[src/rtl/page_tbl_ctrl.sv]
// Page-table RAM sequencer/arbiter: table clear, config write port A, valid/ready lookups on port B.
// Optional statistics counters are enabled by defining PAGE_TBL_CTRL_STATS_EN.
module page_tbl_ctrl #(
  parameter int ADDR_BITS = 5,
  parameter int DATA_BITS = 16,
  parameter int TAG_BITS  = 8,
  parameter logic [DATA_BITS-1:0] INIT_VALUE = '0
) (
  input  logic                 clk,
  input  logic                 aresetn,
  input  logic                 clr_req,
  output logic                 init_done,
  input  logic                 cfg_wr_valid,
  output logic                 cfg_wr_ready,
  input  logic [ADDR_BITS-1:0] cfg_wr_addr,
  input  logic [DATA_BITS-1:0] cfg_wr_data,
  input  logic                 lkup_valid,
  output logic                 lkup_ready,
  input  logic [ADDR_BITS-1:0] lkup_addr,
  input  logic [TAG_BITS-1:0]  lkup_tag,
  output logic                 rsp_valid,
  input  logic                 rsp_ready,
  output logic [DATA_BITS-1:0] rsp_data,
  output logic [TAG_BITS-1:0]  rsp_tag,
  output logic [ADDR_BITS-1:0] ram_addra,
  output logic [DATA_BITS-1:0] ram_dina,
  output logic                 ram_ena,
  output logic                 ram_wea,
  output logic [ADDR_BITS-1:0] ram_addrb,
  output logic                 ram_enb,
  input  logic [DATA_BITS-1:0] ram_doutb,
`ifdef PAGE_TBL_CTRL_STATS_EN
  output logic [31:0]          stat_lkup_cnt,
  output logic [15:0]          stat_fwd_cnt,
`endif
  output logic                 dbg_state
);

  // All handshakes: a transfer happens on a rising edge where valid and ready are both high;
  // valid never depends on ready, and response data holds while rsp_valid is high and rsp_ready low.
  typedef enum logic {ST_INIT = 1'b0, ST_RUN = 1'b1} state_t;

  state_t                state_q, state_d;
  logic [ADDR_BITS-1:0]  clr_cnt;
  logic                  clr_pend;
  logic                  inflight;
  logic                  fwd_q;
  logic [DATA_BITS-1:0]  fwd_data;
  logic [TAG_BITS-1:0]   if_tag;
  logic [DATA_BITS-1:0]  buf_data [2];
  logic [TAG_BITS-1:0]   buf_tag  [2];
  logic                  wr_ptr, rd_ptr;
  logic [1:0]            occ;
  logic                  wr_fire, lk_fire, collide, push, pop, enter_init;

  assign dbg_state = state_q;
  assign collide   = wr_fire && lk_fire && (cfg_wr_addr == lkup_addr);
  assign push      = inflight;
  assign rsp_valid = (occ != 2'd0);
  assign pop       = rsp_valid && rsp_ready;
  assign rsp_data  = buf_data[rd_ptr];
  assign rsp_tag   = buf_tag[rd_ptr];

  always_ff @(posedge clk or negedge aresetn) begin
    if (!aresetn) state_q <= ST_INIT;
    else          state_q <= state_d;
  end

  always_comb begin
    state_d      = state_q;
    init_done    = 1'b0;
    cfg_wr_ready = 1'b0;
    lkup_ready   = 1'b0;
    ram_ena      = 1'b0;
    ram_wea      = 1'b0;
    ram_addra    = cfg_wr_addr;
    ram_dina     = cfg_wr_data;
    ram_enb      = 1'b0;
    ram_addrb    = lkup_addr;
    wr_fire      = 1'b0;
    lk_fire      = 1'b0;
    enter_init   = 1'b0;
    case (state_q)
      ST_INIT: begin
        // Gated by aresetn so the RAM sees no write while reset is held.
        ram_ena   = aresetn;
        ram_wea   = aresetn;
        ram_addra = clr_cnt;
        ram_dina  = INIT_VALUE;
        if (&clr_cnt) state_d = ST_RUN;
      end
      ST_RUN: begin
        init_done    = 1'b1;
        cfg_wr_ready = !clr_pend;
        lkup_ready   = !clr_pend && (({1'b0, occ} + {2'b00, inflight}) < 3'd2);
        wr_fire      = cfg_wr_valid && cfg_wr_ready;
        lk_fire      = lkup_valid && lkup_ready;
        ram_ena      = wr_fire;
        ram_wea      = wr_fire;
        ram_enb      = lk_fire;
        if (clr_pend && !inflight && (occ == 2'd0)) begin
          state_d    = ST_INIT;
          enter_init = 1'b1;
        end
      end
      default: state_d = ST_INIT;
    endcase
  end

  always_ff @(posedge clk or negedge aresetn) begin
    if (!aresetn) begin
      clr_cnt  <= '0;
      clr_pend <= 1'b0;
    end else begin
      clr_cnt <= (state_q == ST_INIT) ? clr_cnt + ADDR_BITS'(1) : '0;
      if (enter_init)                          clr_pend <= 1'b0;
      else if (state_q == ST_RUN && clr_req)   clr_pend <= 1'b1;
    end
  end

  // Read pipeline: a same-cycle colliding write overrides the stale RAM read one cycle later.
  always_ff @(posedge clk or negedge aresetn) begin
    if (!aresetn) begin
      inflight <= 1'b0;
      fwd_q    <= 1'b0;
      fwd_data <= '0;
      if_tag   <= '0;
    end else begin
      inflight <= lk_fire;
      fwd_q    <= collide;
      if (collide) fwd_data <= cfg_wr_data;
      if (lk_fire) if_tag   <= lkup_tag;
    end
  end

  always_ff @(posedge clk or negedge aresetn) begin
    if (!aresetn) begin
      for (int i = 0; i < 2; i++) begin
        buf_data[i] <= '0;
        buf_tag[i]  <= '0;
      end
      wr_ptr <= 1'b0;
      rd_ptr <= 1'b0;
      occ    <= 2'd0;
    end else begin
      if (push) begin
        buf_data[wr_ptr] <= fwd_q ? fwd_data : ram_doutb;
        buf_tag[wr_ptr]  <= if_tag;
        wr_ptr           <= ~wr_ptr;
      end
      if (pop) rd_ptr <= ~rd_ptr;
      case ({push, pop})
        2'b10:   occ <= occ + 2'd1;
        2'b01:   occ <= occ - 2'd1;
        default: occ <= occ;
      endcase
    end
  end

`ifdef PAGE_TBL_CTRL_STATS_EN
  always_ff @(posedge clk or negedge aresetn) begin
    if (!aresetn) begin
      stat_lkup_cnt <= '0;
      stat_fwd_cnt  <= '0;
    end else if (enter_init) begin
      stat_lkup_cnt <= '0;
      stat_fwd_cnt  <= '0;
    end else begin
      if (lk_fire && !(&stat_lkup_cnt)) stat_lkup_cnt <= stat_lkup_cnt + 32'd1;
      if (collide && !(&stat_fwd_cnt))  stat_fwd_cnt  <= stat_fwd_cnt + 16'd1;
    end
  end
`endif

endmodule

[config.mk]
export PLATFORM = sky130hd
export DESIGN_NAME = page_tbl_ctrl
export DESIGN_NICKNAME = d
export VERILOG_FILES = /design/src/rtl/page_tbl_ctrl.sv
export SDC_FILE = /design/constraint.sdc
export NUM_CORES = 1
export LEC_CHECK = 0
export BUFFER_PORTS_ARGS = -buffer_cell sky130_fd_sc_hd__buf_2
export CELL_PAD_IN_SITES_DETAIL_PLACEMENT = 1
export CELL_PAD_IN_SITES_GLOBAL_PLACEMENT = 1
export CORE_ASPECT_RATIO = 1.2
export CORE_MARGIN = 2
export CORE_UTILIZATION = 35
export CTS_CLUSTER_DIAMETER = 60
export DETAILED_ROUTE_END_ITERATION = 6
export GPL_TIMING_DRIVEN = 0
export PLACE_DENSITY = 0.76
export SYNTH_ARGS = -nofsm -noshare
export SYNTH_HDL_FRONTEND = slang
export SYNTH_SLANG_ARGS = --single-unit
[constraint.sdc]
create_clock -name clk -period 1.75 [get_ports clk]
set_clock_uncertainty 0.05 [all_clocks]
set_input_delay 0.525 -clock clk [delete_from_list [all_inputs] [get_ports clk]]
set_output_delay 0.525 -clock clk [all_outputs]
set_load 0.005 [all_outputs]
==> impl_results.md, run 1 <==
* Critical Path Sink: ram_enb
* Initial antenna violation count at 0
* Crit share post-route at 1.15
* CTS H-tree depth at 3
* Total GRT Usage at 0.191
* Critical Path End Type: output pin
* Dominant cells by area after synthesis: dfrtp_1, mux2_2, o21ai_0
* Synthesized Nets at 379
* Synth area leader: dfrtp_1
* CP arrival at 1.43 ns
* Fmax at 498 MHz
* Fin util at 0.511
* FF/Latch Area at 2130 sq um
* Status: finished with violations
* Logic gate share of total power at 0.396
* Critical Path RT at 1.17 ns
* Unique cell type count in the Yosys netlist at 27
* R2R Path End: fwd_data[8]
* Fin crit period at 2.01 ns
* Final GP Congestion at 0.769
* Multi-input gate area at 1790 sq um
* # DRC at 0
* Sequential-to-total area share from yosys stat at 0.541
* Mapped cell area at 3930 sq um
* P_int at 5.69 mW
* Routed wire length at 11.4 mm
* Violated checks: negative setup slack
* Mapped Avg Cell Area at 12.3 sq um
* Pre-antenna DRT Iters at 4
* Detailed Route Iter0 Violations at 78
* Seq pwr share at 0.362
* DRT antenna net count at 0
* Max-cap violations at 0
* Via density at 4.99
* Crit Reg-Reg Startpoint: clr_pend
* Max VDD drop at 577 uV
* Worst Path Max Fanout at 4
* Cell count after synthesis at 320
* Setup Crit Path Kind: reg2out
* Max Slew Vio Count at 0
* Vias at 2988
* Clock power frac at 0.241
* Site Rows at 42
* Root Buffer: clkbuf_16
* DIE WIDTH at 101 um
* Routed length per instance at 19.1 um
* Hold_ws at 0.00660 ns
* HPWL Detailed at 7.53 mm
* Final hold violation count at 0
* Area of the die at 12100 sq um
* Worst-path clk slew at 0.06 ns
* Pwr/cell area at 1450 nW/um^2
* Share of layout cells above drive strength 1 at 0.567
* Commonest non-fill, non-tap cell in the layout: buf_2
* Least-Margin Pin Slew at 0.552 ns
* Die height at 120 um
* Register bit total from synthesis at 85
* First-pass GRT wire length at 17.3 mm
* # setup viols final at 64
* Sink Count at 85
* IO Count at 114
* Static leakage at 2.84 nW
* Sw frac at 0.302
* Initial core utilization at 0.358
* CTS tree: yes
* Fill cell count at 1150
* Worst Reg2Reg Path Length in Cells at 6
* Largest net degree at the start of global routing at 58
* Worst skew pair latency at 0.34 ns
* NetSw at 2.46 mW
* Num CTS Buffers at 9
* Max transition margin at 0.632
* Unrepaired setup endpoints after global routing: true
* Startpoint Class: register
* GRT overflow at 0
* Longest Clk Path Bufs at 2
* Critical Path Source: dbg_state
* Worst R2R Setup Slack at -0.03 ns
* DP Area at 4690 sq um
* Diodes inserted at 0
* Port bufs at 113
* Synth top area share at 0.541
* YS warnings at 0
* Final worst setup slack at -0.256 ns
* Post-CTS Hold Fix Bufs at 0
* Area of the core at 11000 sq um
* Final Cell Area at 5610 sq um
* Most frequent cells in the layout: buf_2, dfrtp_1, mux2_2
* Vias in the first global route at 3339
* Area grow syn2layout at 42.9%
* Hold Path Class: in2async
* Net count reported at finish at 521
-- worst max-delay path, cell delays in order (launching register included) --
cell and delay, ns:
dfrtp_2 0.45, and2b_2 0.25, and3_4 0.17, buf_12 0.13
buf_6 0.10
-- area by class of cell --
type / instances / area share
clock inverters: 5 / 0.0103
plain buffers: 22 / 0.0334
well taps: 132 / 0.0294
multi-input cells: 208 / 0.319
inverters: 2 / 0.00134
clock buffers: 11 / 0.0450
repair buffers: 134 / 0.182
flip-flops and latches: 85 / 0.380
-- sequential cells by signal (all words and copies together), names as in the netlist --
register   count
buf_data      32
buf_tag       16
clr_cnt        5
clr_pend       1
dbg_state      1
fwd_data      16
fwd_q          1
if_tag         8
inflight       1
occ            2
rd_ptr         1
wr_ptr         1
-- synth_stat cells --
library cell  number
a21oi_1            2
a31oi_1            2
and2_1            18
and2b_2            1
and3_1             3
and4_1             1
buf_1              1
buf_2              3
buf_4              7
buf_6              1
clkbuf_1          13
dfrtp_1           85
ha_1               3
inv_1              2
mux2_2            59
mux2_4            10
mux2i_1           16
nand2_1           34
nand2b_1           1
nand3_1            1
nand4_4            1
nor2_1             8
nor2b_1            2
o21ai_0           33
or2_2              1
xnor2_1            4
xor2_1             8
-- metal layers --
layer	GRT usage	wire length, um	vias to the layer above
li1	-	-	1373
met1	0.212	4400	1537
met2	0.342	6520	64
met3	0.0448	339	14
met4	0.0830	175	0
met5	0	0	-
-- power by group through the flow --
| stage | sequential (mW) | combinational (mW) | clock [mW] |
|---|---|---|---|
| detailed placement | 2.96 | 2.29 | 0 |
| finish | 2.95 | 3.23 | 1.97 |
| global placement | 2.89 | 2.20 | 0 |
| global route | 3.04 | 3.48 | 2.10 |
| CTS | 2.94 | 2.83 | 2.00 |
| floorplan | 2.83 | 1.39 | 0 |
-- kinds of logic (layout without fill, tap and decap cells) --
logic type / Yosys count / count (layout) / synth area share
and+or+nand+nor: 71 / 71 / 0.0911
xor gates and xnor gates: 12 / 12 / 0.0268
adders and majority gates: 3 / 3 / 0.00956
AOI/OAI and AO/OA: 37 / 37 / 0.0478
muxes: 85 / 85 / 0.248
buffers and inverters: 27 / 174 / 0.0353
DFF: 85 / 85 / 0.541
-- per-stage QoR --
stage                     power [mW]  setup slack [ns]  std cells  TNS, ns
after floorplan                 4.22            0.0272        320        0
after global placement          5.10             -1.40        565   -64.75
after detailed placement        5.24            -0.383        566   -12.38
after CTS                       7.76            -0.261        597    -9.99
after global routing            8.62            -0.304        599   -13.00
final                           8.15            -0.256        599    -9.71
-- how the worst min path moves through the flow --
stage                 startpoint           end
detailed placement  buf_data[13]  buf_data[13]
finish                   aresetn     if_tag[1]
global placement     buf_data[3]   buf_data[3]
floorplan                aresetn   buf_data[0]
CTS                      aresetn     if_tag[1]
global route             aresetn     if_tag[1]
-- repair_timing --
item | CTS | global route
pin swaps | 3 | 2
gates cloned | 1 | 1
endpoints found under the setup margin | 69 | 70
setup buffers | 15 | 3
resized for setup | 60 | 48
No activity file was read; power rests on OpenSTA's default activity.
==> inputs of run 2 (changes only) <==
- CORE_MARGIN: 2 -> 5
- MAX_ROUTING_LAYER: not set -> met4
==> run 2 against run 1 <==
Against the previous run: critical path depth is the same; largest power group unchanged; critical path type unchanged; worst setup slack lost 0.031 ns; highest routed layer unchanged; the flow still finishes with violations (negative setup slack); first-iteration DRC count shrank 36%; total power shrank 6.6%; via count shrank 2.5%; hold slack gained 0.0059 ns.
==> impl_results.md, run 2 (synthesis results as in run 1) <==
* Initial antenna violation count at 0
* Critical Path RT at 1.17 ns
* Fill cell count at 1216
* Fmax at 491 MHz
* Area of the die at 13500 sq um
* Diodes inserted at 0
* DIE WIDTH at 107 um
* Status: finished with violations
* Sink Count at 85
* Area of the core at 11000 sq um
* Fin crit period at 2.04 ns
* Final hold violation count at 0
* IO Count at 114
* Pwr/cell area at 1400 nW/um^2
* GRT overflow at 0
* Vias at 2912
* Cell count after placement at 566
* Max-cap violations at 0
* Final GP Congestion at 0.721
* Longest Clk Path Bufs at 2
* Total GRT Usage at 0.176
* Critical Path End Type: output pin
* Largest net degree at the start of global routing at 59
* Violated checks: negative setup slack
* Fin Setup TNS at -11.10 ns
* Crit share post-route at 1.16
* Port bufs at 113
* Least-Margin Pin Slew at 0.568 ns
* Hold Path Class: in2async
* CP max stage cell: dfrtp_2
* Routed wire length at 11.1 mm
* Max VDD drop at 595 uV
* Biggest regs: buf_data: 32 flops, buf_tag: 16 flops, fwd_data: 16 flops
* Unrepaired setup endpoints after global routing: true
* Post-Layout Cell Count at 600
* Overall Power at 7.61 mW
* Initial core utilization at 0.356
* CP arrival at 1.46 ns
* Share of layout cells above drive strength 1 at 0.541
* Seq pwr share at 0.387
* Max transition margin at 0.622
* Detailed Route Iter0 Violations at 50
* # DRC at 0
* Vias in the first global route at 3386
* Final Cell Area at 5430 sq um
* Setup Crit Path Kind: reg2out
* First-pass GRT wire length at 17.9 mm
* DP Area at 4690 sq um
* Commonest non-fill, non-tap cell in the layout: buf_2
* Worst-path clk slew at 0.06 ns
* Multi-input gate area at 1750 sq um
* Die height at 126 um
* FF/Latch Area at 2130 sq um
* DRT antenna net count at 0
* Max Slew Vio Count at 0
* Worst skew pair latency at 0.33 ns
* Logic gate share of total power at 0.393
* NetSw at 2.32 mW
* # setup viols final at 67
* Fin util at 0.492
* Via density at 4.85
* HPWL Detailed at 7.70 mm
* Hold_ws at 0.0125 ns
* Final worst setup slack at -0.288 ns
* Critical path cell sequence: and2b_2 > and3_4 > buf_12 > buf_6
* Worst Path Max Fanout at 6
* Most frequent cells in the layout: buf_2, dfrtp_1, mux2_2
* Num CTS Buffers at 9
* Setup WS pre-CTS at -0.375 ns
* Routed length per instance at 18.5 um
* Net count reported at finish at 524
* Pre-antenna DRT Iters at 4
* Biggest register: buf_data
* Worst path max stage delay at 0.46 ns
* Area grow syn2layout at 38.3%
* Root Buffer: clkbuf_16
* Static leakage at 2.77 nW
* Startpoint Class: register
* CTS H-tree depth at 3
* Site Rows at 42
* Clock power frac at 0.220
* CTS tree: yes
* Sw frac at 0.305
* Max FFs per register at 32
* P_int at 5.30 mW
==> run 2: changes by cell type in the layout (fill, tap and decap cells not counted), moves of 2 or more <==
cell      previous run  this run
buf_4               15        18
clkbuf_8             2         0
buf_6               38        30
buf_8                4         2
and2_4              16         8
buf_2               84        95
and2_1               2        10
buf_12               4         2
clkbuf_1             6         9
==> run 2: worst paths after layout <==
kind | startpoint | endpoint | slack (ns) | cells past startpoint
worst max-delay path | dbg_state | ram_enb | -0.29 | 4
worst min-delay path | aresetn | if_tag[5] | 0.01 | 1
worst max register to register | dbg_state | fwd_data[12] | -0.12 | 7
worst min register to register | buf_data[14] | buf_data[14] | 0.43 | 2
max in group asynchronous | aresetn | fwd_data[12] | 1.08 | 2
min in group clk | lkup_tag[0] | if_tag[0] | 0.38 | 2
==> run 2: power by group through the flow <==
stage	Combinational, mW	Clock [mW]	Sequential, mW
floorplan	1.39	0	2.83
global placement	2.21	0	2.89
detailed placement	2.29	0	2.95
CTS	2.92	1.71	2.94
global route	3.29	1.80	3.04
finish	2.99	1.67	2.95
==> run 2: per-layer routing <==
metal | wire (um) | GRT usage | vias up
li1 | - | - | 1377
met1 | 4440 | 0.196 | 1465
met2 | 6180 | 0.318 | 58
met3 | 315 | 0.0348 | 12
met4 | 152 | 0.0504 | 0
met5 | 0 | - | -
==> run 2: final cells by class <==
class / count / area share
flip-flops and latches: 85 / 0.392
multi-input cells: 208 / 0.321
repair buffers: 137 / 0.173
clock buffers: 12 / 0.0435
plain buffers: 22 / 0.0357
well taps: 132 / 0.0304
clock inverters: 2 / 0.00230
inverters: 2 / 0.00138
==> run 2: critical path, delay by kind of cell, from the launching register on <==
kind	cells	cell delay, ns
flops	1	0.46
simple gates	2	0.44
buf+inv	2	0.23
==> run 2: what timing repair did <==
item	CTS	global route
pin swaps	3	1
endpoints found under the setup margin	69	73
hold buffers	0	0
cloned	2	0
setup buffers	19	3
resized for setup	65	23
==> inputs of run 3 (changes only) <==
- CORE_UTILIZATION: 35 -> 25
- PLACE_DENSITY: 0.76 -> 0.59
==> run 3 against run 2 <==
Against the previous run: the flow still finishes with violations (negative setup slack); clock power up 17%; global-route usage fell by 3.8 points; sequential power hardly changed; largest cell class unchanged; largest power group unchanged; highest routed layer unchanged.
==> impl_results.md, run 3 (synthesis results as in run 1) <==
* Root Buffer: clkbuf_16
* Port bufs at 113
* Static leakage at 3.02 nW
* Seq pwr share at 0.343
* # setup viols final at 66
* Max-cap violations at 0
* IO Count at 114
* Logic gate share of total power at 0.433
* Setup WS pre-CTS at -0.572 ns
* GRT overflow at 0
* CTS H-tree depth at 3
* DRT antenna net count at 0
* Final Cell Area at 5990 sq um
* Crit share post-route at 1.15
* Violated checks: negative setup slack
* Initial antenna violation count at 0
* Num CTS Buffers at 9
* Fin crit period at 2.02 ns
* Share of layout cells above drive strength 1 at 0.558
* Overall Power at 8.66 mW
* Hold_ws at 0.0885 ns
* Startpoint Class: register
* Vias at 2945
* Most frequent cells in the layout: dfrtp_1, buf_2, buf_6
* Diodes inserted at 0
* Via density at 4.34
* CTS tree: yes
* Sink Count at 85
* Routed length per instance at 18.0 um
* Pre-antenna DRT Iters at 4
* First-pass GRT wire length at 19.1 mm
* Vias in the first global route at 3448
* HPWL Detailed at 8.29 mm
* Biggest regs: buf_data: 32 flops, buf_tag: 16 flops, fwd_data: 16 flops
* Max FFs per register at 32
* Critical Path End Type: output pin
* Die height at 147 um
* DIE WIDTH at 124 um
* Initial core utilization at 0.253
* Worst skew pair latency at 0.34 ns
* Pwr/cell area at 1450 nW/um^2
* Unrepaired setup endpoints after global routing: true
* CP arrival at 1.44 ns
* Worst R2R Setup Slack at -0.14 ns
* Final GP Congestion at 0.740
* # DRC at 0
* GR Util met3 at 0.0233
* Longest Clk Path Bufs at 2
* Commonest non-fill, non-tap cell in the layout: dfrtp_1
* Worst-path clk slew at 0.06 ns
* Site Rows at 50
* Sw frac at 0.292
* Worst Path Max Fanout at 5
* Critical Path RT at 1.17 ns
* Largest net degree at the start of global routing at 33
* Area of the die at 18300 sq um
* Met2 Use GR at 0.243
* Most Crowded Layer GR: met2
* Total GRT Usage at 0.138
* Detailed Route Iter0 Violations at 29
* Final hold violation count at 0
* Met1 Track Usage GR at 0.156
* Clock power frac at 0.224
* Max VDD drop at 451 uV
* Max Slew Vio Count at 0
* DP Area at 4790 sq um
* NetSw at 2.53 mW
* Final worst setup slack at -0.269 ns
* Area grow syn2layout at 52.5%
* Least-Margin Pin Slew at 0.944 ns
* Fmax at 495 MHz
* Routed wire length at 12.2 mm
* P_int at 6.14 mW
* Biggest register: buf_data
* Hold Path Class: in2async
* Area of the core at 15500 sq um
* Setup Crit Path Kind: reg2out
* Net count reported at finish at 525
* Max transition margin at 0.371
* Status: finished with violations
==> run 3: changes by cell type in the layout (fill, tap and decap cells not counted), moves of 2 or more <==
| cell | delta |
|---|---|
| bufbuf_16 | +2 |
| buf_6 | +28 |
| mux2_4 | +19 |
| buf_2 | -31 |
| mux2_2 | -19 |
| and2_1 | -9 |
| buf_12 | +2 |
| clkbuf_8 | +2 |
| and2_4 | +9 |
| buf_4 | -3 |
| clkbuf_16 | +2 |
==> run 3: stage by stage <==
step                      setup TNS, ns  instances  utilization
after floorplan                       0        320            -
after global placement           -72.04        641        0.307
after detailed placement         -17.93        642        0.309
after CTS                        -11.32        671        0.347
after global routing             -15.20        679        0.386
final                            -11.54        679        0.386
==> run 3: final cells by class <==
class,instances,area (sq um)
Tap cell,208,260
Clock buffer,13,260
Multi-Input combinational cell,208,1840
Fill cell,1732,9520
Sequential cell,85,2130
Buffer,24,234
Inverter,2,7.51
Clock inverter,3,43.8
Timing Repair Buffer,136,1210
==> run 3: power by group through the flow <==
stage | registers [mW] | logic, mW | clock network [mW]
after floorplan | 2.83 | 1.39 | 0
after global placement | 2.90 | 2.28 | 0
after detailed placement | 2.96 | 2.36 | 0
after CTS | 2.94 | 2.67 | 2.01
after global routing | 3.06 | 4.08 | 2.10
final | 2.97 | 3.75 | 1.95
==> run 3: path summary, 6_finish.rpt <==
path	start	to	cells after the start
setup reg to reg	clr_pend	fwd_data[5]	7
hold / removal	aresetn	fwd_data[8]	2
max in group asynchronous	aresetn	buf_tag[5]	2
hold reg to reg	buf_data[19]	buf_data[19]	2
min in group clk	lkup_tag[2]	if_tag[2]	2
setup / recovery	dbg_state	ram_enb	4
==> run 3: critical path, stage by stage, from the launching register on <==
cell	delay, ns
dfrtp_2	0.46
and2b_2	0.25
and3_4	0.17
buf_12	0.12
buf_6	0.10
==> run 3: metal layers <==
metal | wire (um) | share of wire
met2 | 6670 | 0.55
met4 | 214 | 0.018
met5 | 0 | 0
met3 | 348 | 0.028
met1 | 4990 | 0.41
==> run 3: repair_timing <==
item | in CTS | in global routing
setup buffers | 10 | 8
setup endpoints to repair | 71 | 113
endpoints found under the hold margin | 21 | 0
hold buffers | 1 | 0
resized for setup | 35 | 117
gates cloned | 3 | 2
pin swaps | 2 | 1
